`config.mk`:
```
export PLATFORM = sky130hd
export DESIGN_NAME = btn_conditioner
export DESIGN_NICKNAME = d
export VERILOG_FILES = /design/src/rtl/btn_conditioner_pkg.sv /design/src/rtl/btn_debounce_ch.sv /design/src/rtl/btn_conditioner.sv
export SDC_FILE = /design/constraint.sdc
export NUM_CORES = 1
export LEC_CHECK = 0
export CAP_MARGIN = 0
export CORE_UTILIZATION = 54
export DETAILED_ROUTE_END_ITERATION = 8
export HOLD_SLACK_MARGIN = 0.02
export MAX_ROUTING_LAYER = met4
export PLACE_DENSITY = 0.71
export SETUP_SLACK_MARGIN = 0.4
export SYNTH_ARGS = -nofsm -noshare
export SYNTH_HDL_FRONTEND = slang
export SYNTH_HIERARCHICAL = 1
export SYNTH_SLANG_ARGS = --single-unit
export TNS_END_PERCENT = 10
```
`constraint.sdc`:
```
create_clock -name clk -period 4.4 [get_ports clk]
set_input_delay 0.88 -clock clk [delete_from_list [all_inputs] [get_ports clk]]
set_output_delay 0.88 -clock clk [all_outputs]
set_load 0.05 [all_outputs]
```
`src/rtl/btn_conditioner_pkg.sv`:
```
// Shared helpers for the push-button front end.
package btn_conditioner_pkg;

    // Width that can hold values 0..n inclusive.
    function automatic int cnt_w(input int n);
        return (n < 1) ? 1 : $clog2(n + 1);
    endfunction

endpackage

```
`src/rtl/btn_debounce_ch.sv`:
```
// One button channel: 2-FF sync, debounce, edge pulses, long-press pulse.
module btn_debounce_ch
    import btn_conditioner_pkg::*;
#(
    parameter int DEBOUNCE_CYCLES = 500000,
    parameter int LONG_CYCLES     = 50000000
) (
    input  logic clk,
    input  logic rst,
    input  logic i_btn,
    output logic o_level,
    output logic o_press,
    output logic o_release,
    output logic o_long
);

    localparam int DW = cnt_w(DEBOUNCE_CYCLES);
    localparam int HW = cnt_w(LONG_CYCLES);
    localparam logic [DW-1:0] DB_LAST = DW'(DEBOUNCE_CYCLES - 1);
    localparam logic [HW-1:0] HOLD_LAST = HW'(LONG_CYCLES - 1);

    logic          r_sync1;
    logic          r_sync2;
    logic          r_stable;
    logic [DW-1:0] r_cnt;
    logic [HW-1:0] r_hold;
    logic          r_fired;
    logic          r_press;
    logic          r_release;
    logic          r_long;

    always_ff @(posedge clk) begin
        if (rst) begin
            r_sync1 <= 1'b0;
            r_sync2 <= 1'b0;
        end else begin
            r_sync1 <= i_btn;
            r_sync2 <= r_sync1;
        end
    end

    always_ff @(posedge clk) begin
        if (rst) begin
            r_stable  <= 1'b0;
            r_cnt     <= '0;
            r_press   <= 1'b0;
            r_release <= 1'b0;
        end else begin
            r_press   <= 1'b0;
            r_release <= 1'b0;
            if (r_sync2 == r_stable) begin
                r_cnt <= '0;
            end else if (r_cnt == DB_LAST) begin
                r_stable  <= r_sync2;
                r_cnt     <= '0;
                r_press   <= r_sync2;
                r_release <= ~r_sync2;
            end else begin
                r_cnt <= r_cnt + 1'b1;
            end
        end
    end

    // Hold timer saturates once fired so a long press reports only once.
    always_ff @(posedge clk) begin
        if (rst) begin
            r_hold  <= '0;
            r_fired <= 1'b0;
            r_long  <= 1'b0;
        end else begin
            r_long <= 1'b0;
            if (!r_stable) begin
                r_hold  <= '0;
                r_fired <= 1'b0;
            end else if (!r_fired) begin
                if (r_hold == HOLD_LAST) begin
                    r_long  <= 1'b1;
                    r_fired <= 1'b1;
                end else begin
                    r_hold <= r_hold + 1'b1;
                end
            end
        end
    end

    assign o_level   = r_stable;
    assign o_press   = r_press;
    assign o_release = r_release;
    assign o_long    = r_long;

endmodule

```
`src/rtl/btn_conditioner.sv`:
```
// Multi-channel button conditioner: NUM_BTN independent debounce channels.
module btn_conditioner
    import btn_conditioner_pkg::*;
#(
    parameter int NUM_BTN         = 4,
    parameter int DEBOUNCE_CYCLES = 500000,
    parameter int LONG_CYCLES     = 50000000
) (
    input  logic               clk,
    input  logic               rst,
    input  logic [NUM_BTN-1:0] btn,
    output logic [NUM_BTN-1:0] btn_level,
    output logic [NUM_BTN-1:0] btn_press,
    output logic [NUM_BTN-1:0] btn_release,
    output logic [NUM_BTN-1:0] btn_long
);

    for (genvar g = 0; g < NUM_BTN; g++) begin : g_ch
        btn_debounce_ch #(
            .DEBOUNCE_CYCLES(DEBOUNCE_CYCLES),
            .LONG_CYCLES    (LONG_CYCLES)
        ) u_ch (
            .clk      (clk),
            .rst      (rst),
            .i_btn    (btn[g]),
            .o_level  (btn_level[g]),
            .o_press  (btn_press[g]),
            .o_release(btn_release[g]),
            .o_long   (btn_long[g])
        );
    end

endmodule

```
==> metrics.cfg, run 1 <==
[detailed_routing]
antenna_left = 0
via_count = 7385
routed_via_density = 5.59
routed_wl_um = 17600
routedWlPerCell_um = 13.3
drc = 0
dr.pass1.iters = 5
first_iter_violations = 389

[worst_setup_path]
crit_type = reg -> out
cp.arrival_ns = 1.79
worstPathRequired_ns = 3.52
end_kind = output pin
max_stage_delay_ns = 0.85
critical_path_buf_inv_count = 1
crit_chain = clkdlybuf4s50_1
path_delay_family = buffers and inverters
cp-start-kind = flop
slowest_stage = clkdlybuf4s50_1
path_max_fanout = 5

[finish]
final_common_cell = dfxtp_1
areaGrowthSynthToFinish_pct = 12.2
drive_gt1_share_pct = 8.26
antenna_cells = 0
fin_area_um2 = 10500
fin_nets = 1100
fill_cells = 1504
final_cells = 1322
final_cell_mix = dfxtp_1 (208), nor2_1 (151), nand2_1 (84)
final_core_util_pct = 62.6

[placement]
pre_cts_slack_ns = 1.53
place_congestion = 0.833
dpl.cell_count = 1281
hpwl_um = 11900
place_area_um2 = 9640
io_buffers = 21

[clocking]
numClockSinks = 208
post_cts_buffers = 0
cts_buffers = 23
clk_latency_ns = 0.50
root_buffer = clkbuf_16
htree_levels = 1
clk_pin_slew_ns = 0.06
clk_path_buf_depth = 3
cts_tree = done
cts_resized = 0
ctsHoldBuffers = 0

[flow_run]
maxCapViolations = 0

[logic_synthesis]
async_flop_share_pct = 0
synth_edf_count = 0
yosysSeqAreaShare_pct = 44.7
yosys.area_share.simple_pct = 31.7
synth_seq_cells = 208
synth_top_family_by_area = simple AND/OR/NAND/NOR gates
synth_compound_area_share_pct = 7.92
synth_largest_area_cell = dfxtp_1
synth_area_per_cell_um2 = 8.74
syn-num-nets = 1081
synth_top_area_share_pct = 44.7
yosys.area_share.xor_xnor_pct = 11.4
synth_cell_types = 50
synth_cells = 1067
synth_mux_area_share_pct = 0.322
ys_warn_count = 6
synth_area_leaders = dfxtp_1 (45%), xor2_1 (6.2%), nor2_1 (6.1%)
synthAdderAreaFrac_pct = 1.07
ys.flop_type = dfxtp_1
syn-cell-area_um2 = 9320

[die]
chipWidth_um = 133
ios = 22
rows = 47
core_um2 = 16700
initial_core_util_pct = 55.8
dieArea_um2 = 17800
die_y_um = 133

[global_route]
grt_pass1_vias = 6787
grt_pass1_wl_um = 30700
grtUsageMet2_pct = 33.4
gr-usage-all-layers_pct = 20.9
grt.busiest_layer = met2
use_met3_pct = 2.55
grtUsageMet1_pct = 27.7
antenna_found_initial = 0
grt_overflow = 0
grt_max_degree = 19

[timing]
tightest_slew_ns = 0.833
fin_crit_ns = 2.67
fmax_ghz = 0.374
final_hold_viol_count = 0
setup_viol = 0
setup_tns_ns = 0
rsz0062_at_grt = false
drv_slew = 0
worst_slack_ns = 1.73
slew_headroom_pct = 44.4
whs_ns = 0.430
skew_ns = 0.0154
fin_crit_sh_pct = 60.7

[power]
powerDensity_nw_per_um2 = 377
ir_drop_v = 0.000271
p_leak_nw = 3.45
total_power_mw = 3.94

[worst_hold_path]
hold_class = reg -> reg

[status]
status = finished clean

==> power breakdown <==
part / switching [mW] / internal, mW / leakage (nW)
Sequential: 0.00311 / 1.89 / 1.68
Combinational: 0.0116 / 0.00926 / 1.38
Clock: 0.733 / 1.30 / 0.400
==> sequential cells by signal, indices dropped and copies added (netlist names) <==
name                 cells
g_ch.u_ch/o_press        4
g_ch.u_ch/o_release      4
g_ch.u_ch/r_sync2        4
g_ch.u_ch/r_cnt         76
g_ch.u_ch/r_sync1        4
g_ch.u_ch/r_hold       104
g_ch.u_ch/o_long         4
g_ch.u_ch/o_level        4
g_ch.u_ch/r_fired        4
==> cells by family (layout without fill, tap and decap cells) <==
logic type | after synthesis | in the layout
AOI/OAI and AO/OA | 117 | 117
xor gates and xnor gates | 121 | 121
adders and majority gates | 8 | 8
buffers and inverters | 52 | 87
DFF | 208 | 208
muxes | 3 | 3
and+or+nand+nor | 558 | 558
==> cells in the mapped netlist, types with 3 or more instances <==
| master | instances |
|---|---|
| dfxtp_1 | 208 |
| nor2_1 | 151 |
| nand2_1 | 84 |
| nand3_1 | 81 |
| xor2_1 | 66 |
| xnor2_1 | 55 |
| a21oi_1 | 39 |
| nand4_1 | 35 |
| nor3_1 | 35 |
| and3_1 | 34 |
| o21ai_0 | 31 |
| nor4_1 | 22 |
| inv_1 | 20 |
| nor2b_1 | 16 |
| or4_1 | 16 |
| and4_1 | 14 |
| nand2b_1 | 14 |
| buf_2 | 10 |
| o211ai_1 | 9 |
| o31ai_1 | 9 |
| or2_2 | 9 |
| or3_2 | 9 |
| buf_6 | 8 |
| clkbuf_1 | 8 |
| ha_1 | 8 |
| or3_1 | 8 |
| a31o_2 | 7 |
| nor4_2 | 7 |
| a21o_1 | 6 |
| nand4_2 | 4 |
| a2111oi_0 | 3 |
| a21o_2 | 3 |
| and3_2 | 3 |
| buf_1 | 3 |
| buf_4 | 3 |
| mux2i_1 | 3 |
| o211a_1 | 3 |
| or3_4 | 3 |
| or4b_1 | 3 |
| or4bb_1 | 3 |
==> final timing paths <==
kind / from / to / slack (ns) / cells past startpoint
worst max-delay path: g_ch[1].u_ch/o_level$_SDFFE_PP0P_ / btn_level[1] / 1.73 / 1
worst min-delay path: g_ch[1].u_ch/r_sync1$_SDFF_PP0_ / g_ch[1].u_ch/r_sync2$_SDFF_PP0_ / 0.43 / 1
worst min register to register: g_ch[1].u_ch/r_sync1$_SDFF_PP0_ / g_ch[1].u_ch/r_sync2$_SDFF_PP0_ / 0.43 / 1
worst max register to register: g_ch[2].u_ch/r_cnt[12]$_SDFF_PP0_ / g_ch[2].u_ch/r_cnt[6]$_SDFF_PP0_ / 2.17 / 5
==> layout make-up <==
type / count / area, µm² / area share (%)
clock buffer: 33 / 673 / 6.43
clock inverter: 8 / 146 / 1.40
inverter: 20 / 75.1 / 0.718
multi-input combinational: 807 / 4880 / 46.6
sequential: 208 / 4160 / 39.8
tap: 220 / 275 / 2.63
timing repair buffer: 26 / 248 / 2.37
==> routing by layer <==
metal  routed length, µm  part of all wire (%)
met3                 490                   2.8
met4                 335                   1.9
met5                   0                     0
met1                8740                    50
met2                8040                    46
(Power assumes the default switching activity.)
==> run 2, diff against run 1 <==
- PLACE_DENSITY: 0.71 -> 0.74
- clock period: 4.4 -> 2.3 ns (I/O delays scaled with it)
==> metrics.cfg, run 2 (synthesized netlist as in run 1, its figures left out) <==
[detailed_routing]
via_count = 7409  ; +0.32%
routedWlPerCell_um = 13.3  ; -0.48%
routed_via_density = 5.52  ; -1.2%
first_iter_violations = 377  ; -3.1%
antenna_left = 0  ; unchanged
drc = 0  ; unchanged
dr.pass1.iters = 4  ; -1
routed_wl_um = 17800  ; +1.1%

[global_route]
antenna_found_initial = 0  ; unchanged
grt_overflow = 0  ; unchanged
grt_pass1_wl_um = 30500  ; -0.74%
gr-usage-all-layers_pct = 20.6  ; -0.25 points
grt_max_degree = 26  ; +7
grt_pass1_vias = 6747  ; -0.59%

[worst_setup_path]
max_stage_delay_ns = 0.79  ; -0.06 ns
path_max_fanout = 1  ; -4
worstPathRequired_ns = 1.84  ; -1.68 ns
path_delay_family = buffers and inverters
end_kind = output pin
reg2reg_from = g_ch[2].u_ch/r_hold[24]$_SDFFE_PP0P_
cp-start-kind = flop
cp.arrival_ns = 1.59  ; -0.20 ns
cp-startpoint = g_ch[0].u_ch/o_release$_SDFF_PP0_
critical_path_buf_inv_count = 1  ; unchanged
crit_chain = clkdlybuf4s50_1
crit_type = reg -> out
slowest_stage = clkdlybuf4s50_1

[finish]
fill_cells = 1427  ; -5.1%
largestRegisters = g_ch.u_ch/r_hold x104, g_ch.u_ch/r_cnt x76
regMostFlops = g_ch.u_ch/r_hold
final_common_cell = dfxtp_1
fin_nets = 1123  ; +2.1%
drive_gt1_share_pct = 12.7  ; +4.5 points
final_cell_mix = dfxtp_1 (194), nor2_1 (151), nand2_1 (82)
final_cells = 1343  ; +1.6%
areaGrowthSynthToFinish_pct = 15.9
final_core_util_pct = 64.7  ; +2.0 points
largest_register_ffs = 104  ; unchanged
antenna_cells = 0  ; unchanged

[clocking]
numClockSinks = 208  ; unchanged
cts_buffers = 22  ; -4.3%
clk_path_buf_depth = 3  ; unchanged
cts_tree = done
htree_levels = 1  ; unchanged
root_buffer = clkbuf_16
clk_latency_ns = 0.50  ; about the same
clk_pin_slew_ns = 0.06  ; about the same

[die]
die_y_um = 133  ; unchanged
rows = 47  ; unchanged
chipWidth_um = 133  ; unchanged
ios = 22  ; unchanged
core_um2 = 16700  ; unchanged
initial_core_util_pct = 55.8  ; unchanged
dieArea_um2 = 17800  ; unchanged

[power]
power_frac_clock_pct = 51.9  ; +0.4 points
comb_power_share_pct = 0.6  ; about the same
swShare_pct = 18.7  ; -0.28 points
p_leak_nw = 3.78  ; +9.4%
powerDensity_nw_per_um2 = 704  ; +87%
p_int_mw = 6.18  ; +94%
seq_power_share_pct = 47.5  ; -0.5 points
ir_drop_v = 0.000567  ; +110%
p_switching_mw = 1.42  ; +90%

[timing]
final_hold_viol_count = 0  ; unchanged
rsz0062_at_grt = true
slew_headroom_pct = 40.7  ; -3.7 points
skew_ns = 0.00716  ; -0.00829 ns
fin_crit_ns = 2.05
setup_viol = 0  ; unchanged
fmax_ghz = 0.487
fin_crit_sh_pct = 89.3
setup_tns_ns = 0  ; unchanged
tightest_slew_ns = 0.889  ; +0.0560 ns
drv_slew = 0  ; unchanged

[status]
status = finished clean

[placement]
io_buffers = 21  ; unchanged
hpwl_um = 12100  ; +1.6%
dpl.cell_count = 1302  ; +1.6%
place_congestion = 0.846  ; +1.6%

[worst_hold_path]
hold_class = reg -> reg
min_from = g_ch[2].u_ch/r_sync1$_SDFF_PP0_

[flow_run]
maxCapViolations = 0  ; unchanged

[run 2: cell count changes in the layout (fill, tap and decap cells not counted), sizes merged, moves of 6 or more]
cell / delta
clkbuf: -6
clkdlybuf4s50: -11
dlymetal6s2s: +7
buf: +24
[run 2: final timing paths]
kind / slack, ns / end / cells after the start
max: 0.25 / btn_release[0] / 1
min: 0.44 / g_ch[2].u_ch/r_sync2$_SDFF_PP0_ / 1
max reg2reg: 0.30 / g_ch[2].u_ch/r_hold[4]$_SDFFE_PP0P_ / 6
min reg2reg: 0.44 / g_ch[2].u_ch/r_sync2$_SDFF_PP0_ / 1
[run 2: power groups by stage]
stage	sequential, mW	clock (mW)	combinational [mW]
2_1_floorplan	3.70	0	0.0219
3_3_place_gp	3.70	0	0.0442
3_5_place_dp	3.70	0	0.0444
4_1_cts	3.62	4.05	0.0451
5_1_grt	3.61	4.20	0.0489
6_report	3.61	3.95	0.0445
[run 2: routing by layer]
| metal | share of wire [%] | up-vias | GRT usage, % |
|---|---|---|---|
| met4 | 1.5 | 0 | 5.43 |
| met3 | 3.3 | 25 | 3.27 |
| met2 | 45 | 80 | 32.7 |
| met5 | 0 | - | - |
| li1 | - | 3856 | - |
| met1 | 50 | 3448 | 27.4 |
[run 2: final cells by class]
type	instances	area, µm²	share of cell area [%]
clock buffer	27	611	5.65
tap	220	275	2.55
timing repair buffer	50	458	4.24
clock inverter	11	210	1.95
multi-input combinational	807	4990	46.2
inverter	20	75.1	0.695
sequential	208	4190	38.8
[run 2: through the flow]
stage          setup WS [ns]  hold slack (ns)  cell area [µm²]  power [mW]
2_1_floorplan          0.462            0.414             9320        3.72
3_3_place_gp           0.205            0.420             9810        3.74
3_5_place_dp           0.163            0.427             9810        3.74
4_1_cts                0.192            0.446            10600        7.71
5_1_grt                0.204            0.451            10800        7.86
6_report               0.247            0.442            10800        7.61
[run 2: timing repair]
action / in CTS / in global routing
setup buffers: 0 / 3
gates resized for setup: 10 / 46
cloned: 0 / 0
pin swaps: 0 / 11
setup endpoints to repair: 81 / 152
hold buffers: 0 / 0
